File: src/rtl/altavoz_pkg.sv
// rtl/altavoz_pkg.sv - shared defaults and width helpers for the altavoz I2S transmitter
package altavoz_pkg;

    localparam int DEF_DATA_W   = 16;
    localparam int DEF_BCLK_DIV = 2;

    // Counters never shrink below one bit, even when the range collapses to a single value.
    function automatic int width_of(input int n);
        return (n <= 1) ? 1 : $clog2(n);
    endfunction

    localparam int DEF_DIV_W = width_of(DEF_BCLK_DIV);
    localparam int DEF_CNT_W = width_of(DEF_DATA_W);

endpackage

File: src/rtl/altavoz_bclk_gen.sv
// rtl/altavoz_bclk_gen.sv - bit clock divider with rise/fall strobes
module altavoz_bclk_gen
    import altavoz_pkg::*;
#(
    parameter int BCLK_DIV = DEF_BCLK_DIV
) (
    input  logic clk,
    input  logic reset,
    input  logic run,
    output logic bclk,
    output logic rise,
    output logic fall
);

    localparam int DIV_W = width_of(BCLK_DIV);

    logic [DIV_W-1:0] div;
    logic             tick;

    assign tick = run && (div == DIV_W'(BCLK_DIV - 1));

    // Strobes flag the edge on which bclk is about to change, so the top can move data on that same edge.
    assign rise = tick && !bclk;
    assign fall = tick && bclk;

    always_ff @(posedge clk) begin
        if (reset || !run) begin
            div  <= '0;
            bclk <= 1'b0;
        end else if (tick) begin
            div  <= '0;
            bclk <= ~bclk;
        end else begin
            div  <= div + 1'b1;
        end
    end

endmodule

File: src/rtl/altavoz_i2s_tx.sv
// rtl/altavoz_i2s_tx.sv - mono PCM to I2S serialiser for the speaker DAC
module altavoz_i2s_tx
    import altavoz_pkg::*;
#(
    parameter int DATA_W   = DEF_DATA_W,
    parameter int BCLK_DIV = DEF_BCLK_DIV
) (
    input  logic              clk,
    input  logic              reset,
    input  logic              enable,
    input  logic [DATA_W-1:0] sregt,
    output logic              bclk,
    output logic              lrclk,
    output logic              sdata,
    output logic              done
);

    localparam int CNT_W = width_of(DATA_W);

    logic [DATA_W-1:0] shreg;
    logic [CNT_W-1:0]  bitcnt;
    logic              running;
    logic              lrclk_q;
    logic              done_q;
    logic              fall;
    logic              unused_rise;

    altavoz_bclk_gen #(
        .BCLK_DIV (BCLK_DIV)
    ) u_bclk_gen (
        .clk   (clk),
        .reset (reset),
        .run   (running && enable),
        .bclk  (bclk),
        .rise  (unused_rise),
        .fall  (fall)
    );

    always_ff @(posedge clk) begin
        if (reset || !enable) begin
            shreg   <= '0;
            bitcnt  <= '0;
            running <= 1'b0;
            lrclk_q <= 1'b0;
            done_q  <= 1'b0;
        end else if (!running) begin
            shreg   <= sregt;
            bitcnt  <= '0;
            running <= 1'b1;
            lrclk_q <= 1'b0;
            done_q  <= 1'b0;
        end else begin
            done_q <= 1'b0;
            if (fall) begin
                if (bitcnt == CNT_W'(DATA_W - 1)) begin
                    // Slot end: latch the next sample and swap channel in one step.
                    shreg   <= sregt;
                    bitcnt  <= '0;
                    lrclk_q <= ~lrclk_q;
                    done_q  <= 1'b1;
                end else begin
                    shreg  <= {shreg[DATA_W-2:0], 1'b0};
                    bitcnt <= bitcnt + 1'b1;
                end
            end
        end
    end

    assign sdata = shreg[DATA_W-1];
    assign lrclk = lrclk_q;
    assign done  = done_q;

endmodule

File: config.mk
export PLATFORM = sky130hd
export DESIGN_NAME = altavoz_i2s_tx
export DESIGN_NICKNAME = d
export VERILOG_FILES = /design/src/rtl/altavoz_pkg.sv /design/src/rtl/altavoz_bclk_gen.sv /design/src/rtl/altavoz_i2s_tx.sv
export SDC_FILE = /design/constraint.sdc
export NUM_CORES = 1
export LEC_CHECK = 0
export ABC_CLOCK_PERIOD_IN_PS = 1600
export CAP_MARGIN = 20
export CELL_PAD_IN_SITES_DETAIL_PLACEMENT = 0
export CELL_PAD_IN_SITES_GLOBAL_PLACEMENT = 1
export CORE_AREA = 2 2 60 62
export DETAILED_ROUTE_END_ITERATION = 16
export DIE_AREA = 0 0 62 64
export PLACE_DENSITY_LB_ADDON = 0.1
export SETUP_SLACK_MARGIN = 0.02
export SLEW_MARGIN = 30
export SYNTH_ARGS = -nofsm -noshare
export SYNTH_HDL_FRONTEND = slang
export SYNTH_SLANG_ARGS = --single-unit
File: constraint.sdc
create_clock -name clk -period 1.6 [get_ports clk]
set_input_delay 0.4 -clock clk [delete_from_list [all_inputs] [get_ports clk]]
set_output_delay 0.4 -clock clk [all_outputs]
set_load 0.03 [all_outputs]
==> results.json, run 1 <==
{
  "intPower_uw": 828,
  "grt-ovfl-total": 0,
  "dieArea_sq_mm": 0.00397,
  "switching_share_pct": 23.9,
  "skew_ns": 0.00777,
  "ios": 23,
  "r2r-start": "bitcnt[0]",
  "row_count": 21,
  "postLayoutCellArea_sq_mm": 0.00157,
  "synth_top_area_share_pct": 39.8,
  "min_from": "bitcnt[0]",
  "syn_inst": 131,
  "synthesis.nets": 151,
  "cts_buffers": 3,
  "nNetsFinal": 174,
  "coreArea_sq_mm": 0.00328,
  "avgSynthCellArea_sq_um": 9.60,
  "yosys-top-cells-area": "dfxtp_1 40%, o311a_1 12%, nand3b_1 9.0%, a21boi_0 8.4%, and3_1 8.0%",
  "end_kind": "flip-flop",
  "synth_seq_cells": 25,
  "setup_viol": 0,
  "synth.top_cells.by_count": "25 x dfxtp_1, 16 x and3_1, 15 x nand3b_1, 15 x o311a_1, 14 x a21boi_0",
  "die_w_um": 62,
  "synth_top_cell_by_area": "dfxtp_1",
  "rr_worst_depth": 5,
  "port-buffer-count": 22,
  "synth-main-ff-cell": "dfxtp_1",
  "irDropWorstVdd_mv": 0.264,
  "grt_use_total_pct": 15.1,
  "drc": 0,
  "rsz0062_at_grt": "no",
  "whs_path_depth": 2,
  "hp-class": "flip-flop to flip-flop",
  "ant_nets": 0,
  "grt_pass1_vias": 1032,
  "cts_tree": "done",
  "htreeDepth": 1,
  "fin_crit_sh_pct": 92.6,
  "antenna_cells": 0,
  "cp.depth": 4,
  "switchingPower_uw": 260,
  "clk_pin_slew_ns": 0.14,
  "clock-sinks": 25,
  "synth_edf_count": 0,
  "p_seq_share_pct": 60.1,
  "required_ns": 1.85,
  "relSlewSlack_pct": 79.4,
  "hold_viol_final": 0,
  "cp_top_family": "simple AND/OR/NAND/NOR gates",
  "synth_cell_types": 29,
  "clock_latency_ns": 0.32,
  "gp_congestion": 0.725,
  "drtIter0Drc": 55,
  "power_frac_comb_pct": 13.3,
  "cts-root-buf": "clkbuf_4",
  "critPathKind": "input port to flip-flop",
  "status": "complete, no violations",
  "async_reset_ff_share_pct": 0,
  "cp_data_arrival_time_ns": 1.73,
  "drt_first_pass_iters": 4,
  "placed_area_sq_mm": 0.00154,
  "leakagePower_uw": 0.000680,
  "max_freq_mhz": 675,
  "tightest_slew_ns": 0.309,
  "power_density_mw_per_mm2": 692,
  "die_h_um": 64,
  "tns_ns": 0,
  "synth.cell_area_sq_mm": 0.00126,
  "cts_buffer_depth": 2,
  "ys_seq_area_share_pct": 39.8,
  "max_stage_delay_ns": 0.57,
  "post-route-min-period_ns": 1.48,
  "num_vias": 1060,
  "fill_cells": 329,
  "grt_antenna_before_repair": 0,
  "wire_per_inst_um": 13.5,
  "startpoint_type": "input port",
  "synth.most_common_cell": "dfxtp_1",
  "startpoint": "enable",
  "drt-vias-per-instance": 5.33,
  "wl_um": 2680,
  "grt_pass1_wl_um": 4640,
  "place_hpwl_um": 1730,
  "clkPwrFrac_pct": 26.7,
  "maxCapViolCount": 0,
  "slew_viol_final": 0,
  "drive_above_1_share_pct": 12.4,
  "synth_warnings": 0,
  "syn_to_final_growth_pct": 25.0,
  "grt_max_degree": 32,
  "crit_fanout": 9,
  "crit_chain": "clkdlybuf4s50_1 -> nand4_2 -> or3_1 -> a31oi_1",
  "slowest_stage": "clkdlybuf4s50_1",
  "path_buf_inv": 1,
  "start_util_pct": 38.3
}
-- flip-flops by register name, summed over array words and instances, names as in the netlist --
register,count
running,1
bitcnt,4
done,1
u_bclk_gen.bclk,1
lrclk,1
u_bclk_gen.div,1
shreg,16
-- per-stage QoR --
stage,hold slack [ns],cells,total power (uW),utilization [%],setup slack [ns]
after detailed placement,0.492,195,812,47.0,-0.225
after floorplan,0.463,131,753,-,0.129
after CTS,0.508,199,1100,47.6,0.0754
after global placement,0.480,195,811,47.0,-0.187
final,0.495,199,1090,47.8,0.118
after global routing,0.529,199,1160,47.8,0.0307
-- worst reg2reg max path, delay by kind of cell, from the launching register on --
kind,cells,cell delay (ns)
AOI/OAI and AO/OA,1,0.28
and+or+nand+nor,2,0.31
DFF,1,0.38
buffers and inverters,1,0.18
adders and majority gates,1,0.21
-- cells in the final DEF, fill, tap and decap left out, drive strengths merged, types with 4 or more instances in the layout --
cell,synthesis,final
nand3,4,4
nand2,5,5
nand3b,15,15
o311a,15,15
dlygate4sd2,0,4
buf,8,9
and3,16,16
clkdlybuf4s50,0,18
dfxtp,25,25
a21boi,15,15
clkbuf,5,4
-- power by group through the flow --
| stage | registers (uW) | clock network [uW] | logic (uW) |
|---|---|---|---|
| 6_report | 654 | 290 | 144 |
| 5_1_grt | 657 | 343 | 159 |
| 4_1_cts | 654 | 303 | 145 |
| 3_5_place_dp | 667 | 0 | 145 |
| 3_3_place_gp | 667 | 0 | 144 |
| 2_1_floorplan | 667 | 0 | 85.8 |
-- kinds of logic (layout without fill, tap and decap cells) --
kind of cell | after synthesis | in the layout | synth area share (%)
compound gates | 38 | 38 | 24.6
xor+xnor | 1 | 1 | 0.697
fa+ha+maj | 1 | 1 | 0.995
buf+inv | 14 | 36 | 6.17
flops | 25 | 25 | 39.8
mux | 1 | 1 | 0.796
simple gates | 51 | 51 | 27.0
-- repair_timing --
action / 4_1_cts / 5_1_grt
endpoints found under the setup margin: 4 / 16
buffers inserted: 0 / 0
hold buffers: 0 / 0
gates resized for setup: 4 / 3
hold endpoints to repair: 0 / 0
-- routing by layer --
layer  wire length (um)  global-route usage, %
met5                  0                      0
met4                 19                   6.12
met3                 75                   2.83
met1               1360                   20.9
met2               1230                   22.5
-- worst paths after layout --
check / slack [ns] / end
max: 0.12 / bitcnt[3]
max reg2reg: 0.14 / shreg[1]
min: 0.50 / bitcnt[0]
min reg2reg: 0.50 / bitcnt[0]
-- final cells by class --
class / count / area [sq um] / area share, %
multi-input cells: 92 / 684 / 43.6
flip-flops and latches: 25 / 504 / 32.1
well taps: 46 / 57.6 / 3.66
clock buffers: 4 / 26.3 / 1.67
repair buffers: 31 / 295 / 18.8
inverters: 1 / 3.75 / 0.239
Note: power is estimated with default switching activity, not from simulation.
==> inputs of run 2 (changes only) <==
CORE_AREA = 2 2 54 69   (was 2 2 60 62)
DIE_AREA = 0 0 56 71   (was 0 0 62 64)
==> results.json, run 2 (synthesis gave the netlist of run 1 again) <==
{
  "place_hpwl_um": 1850,
  "drt_first_pass_iters": 2,
  "dpl_worst_slack_ns": -0.253,
  "irDropWorstVdd_mv": 0.482,
  "cts_tree": "done",
  "maxCapViolCount": 0,
  "ant_nets": 0,
  "grt_antenna_before_repair": 0,
  "max_stage_delay_ns": 0.35,
  "grt_pass1_vias": 1110,
  "power_frac_comb_pct": 12.3,
  "num_vias": 1064,
  "wire_per_inst_um": 14.5,
  "switching_share_pct": 23.7,
  "critPathKind": "flip-flop to flip-flop",
  "cts-root-buf": "clkbuf_8",
  "grt_use_total_pct": 15.4,
  "gp_congestion": 0.755,
  "end_kind": "flip-flop",
  "crit_fanout": 22,
  "dieArea_sq_mm": 0.00398,
  "grt_pass1_wl_um": 5030,
  "drt-vias-per-instance": 5.57,
  "power_density_mw_per_mm2": 755,
  "ios": 23,
  "cp_data_arrival_time_ns": 1.64,
  "intPower_uw": 906,
  "die_h_um": 71,
  "placed_area_sq_mm": 0.00151,
  "grt-busiest-layer": "met2",
  "drive_above_1_share_pct": 11.8,
  "rr_worst_depth": 5,
  "hp-class": "flip-flop to flip-flop",
  "fill_cells": 355,
  "cp.depth": 5,
  "die_w_um": 56,
  "grtUsageMet1_pct": 19.6,
  "switchingPower_uw": 281,
  "finalNonFillerCells": 191,
  "largest-register": "shreg",
  "critPathCapture": "shreg[6]",
  "leakagePower_uw": 0.000693,
  "post-route-min-period_ns": 1.47,
  "max_freq_mhz": 679,
  "timing.final.ws_setup_ns": 0.127,
  "worstReg2RegEnd": "shreg[6]",
  "use_met2_pct": 26.3,
  "grt_max_degree": 31,
  "relSlewSlack_pct": 79.7,
  "layout.cells.most_common": "dfxtp_1",
  "reg_top3": "shreg x16, bitcnt x4",
  "clkPwrFrac_pct": 32.7,
  "drtIter0Drc": 46,
  "antenna_cells": 0,
  "cts_buffers": 3,
  "crit_chain": "ha_1 -> nand3_1 -> buf_4 -> a21boi_0 -> o311a_1",
  "p_seq_share_pct": 55.0,
  "status": "complete, no violations",
  "finalPower_uw": 1190,
  "hold_buffers": 0,
  "numPlacedInstances": 187,
  "tns_ns": 0,
  "path_buf_inv": 1,
  "drc": 0,
  "required_ns": 1.76,
  "r2r-start": "bitcnt[0]",
  "fin_crit_sh_pct": 92.0,
  "rsz0062_at_grt": "yes",
  "clock_latency_ns": 0.27,
  "postLayoutCellArea_sq_mm": 0.00157,
  "cts_buffer_depth": 2,
  "rrSetupSlack_ns": 0.13,
  "tightest_slew_ns": 0.304,
  "setup_viol": 0,
  "startpoint_type": "flip-flop",
  "skew_ns": 0.00432,
  "slew_viol_final": 0,
  "start_util_pct": 37.4,
  "grtUsageMet3_pct": 2.38,
  "nNetsFinal": 173,
  "hold_viol_final": 0,
  "cp_top_family": "compound AO/OA/AOI/OAI gates",
  "coreArea_sq_mm": 0.00336,
  "largest_reg_flops": 16,
  "postCtsSetupBuffers": 0,
  "final_cell_mix": "23 x dfxtp_1, 17 x clkdlybuf4s50_1, 16 x and3_1, 15 x nand3b_1, 15 x o311a_1",
  "htreeDepth": 1,
  "clk_pin_slew_ns": 0.09,
  "syn_to_final_growth_pct": 25.1,
  "slowest_stage": "dfxtp_2",
  "wl_um": 2760,
  "grt-ovfl-total": 0,
  "port-buffer-count": 22,
  "clock-sinks": 25,
  "row_count": 24,
  "startpoint": "bitcnt[0]"
}
[run 2: cell count changes in the layout (fill, tap and decap cells not counted), sizes merged]
cell / change
buf: -1
clkbuf: -1
clkdlybuf4s50: -1
clkinvlp: +1
dlymetal6s2s: +1
[run 2: power groups by stage]
stage          clock network [uW]  registers (uW)  logic (uW)
6_report                      388             653         146
5_1_grt                       422             656         161
4_1_cts                       405             652         147
3_5_place_dp                    0             666         147
3_3_place_gp                    0             667         144
2_1_floorplan                   0             667        85.8
[run 2: per-layer routing]
layer	routed length (um)	vias up	part of all wire [%]
met5	0	-	0
met3	72	4	2.6
met1	1330	503	48
met2	1320	16	48
met4	40	0	1.4
li1	-	541	-
[run 2: worst min path at each step]
stage | start | end | slack, ns | cells after the start
2_1_floorplan | bitcnt[0] | bitcnt[0] | 0.46 | 2
3_3_place_gp | lrclk | lrclk | 0.47 | 2
3_5_place_dp | bitcnt[0] | bitcnt[0] | 0.48 | 2
4_1_cts | bitcnt[0] | bitcnt[0] | 0.50 | 2
5_1_grt | bitcnt[0] | bitcnt[0] | 0.51 | 2
6_report | bitcnt[0] | bitcnt[0] | 0.49 | 2
[run 2: layout make-up]
cell class | instances | area, sq um | share of cell area, %
repair buffers | 30 | 278 | 17.7
clock buffers | 3 | 41.3 | 2.63
clock inverters | 1 | 7.51 | 0.477
well taps | 39 | 48.8 | 3.10
multi-input cells | 92 | 691 | 43.9
inverters | 1 | 3.75 | 0.239
flip-flops and latches | 25 | 503 | 32.0
[run 2: repair_timing]
item | 4_1_cts | 5_1_grt
pin swaps | 0 | 0
endpoints found under the setup margin | 4 | 16
gates resized for setup | 4 | 4
[run 2: stage by stage]
stage,hold WS [ns],utilization [%]
after floorplan,0.463,-
after global placement,0.474,45.0
after detailed placement,0.484,45.0
after CTS,0.503,46.3
after global routing,0.509,46.8
final,0.488,46.8
[run 2: worst reg2reg max path, cell delays in order, from the launching register on]
cell	delay, ns
dfxtp_2	0.35
ha_1	0.22
nand3_1	0.11
buf_4	0.23
a21boi_0	0.12
o311a_1	0.34
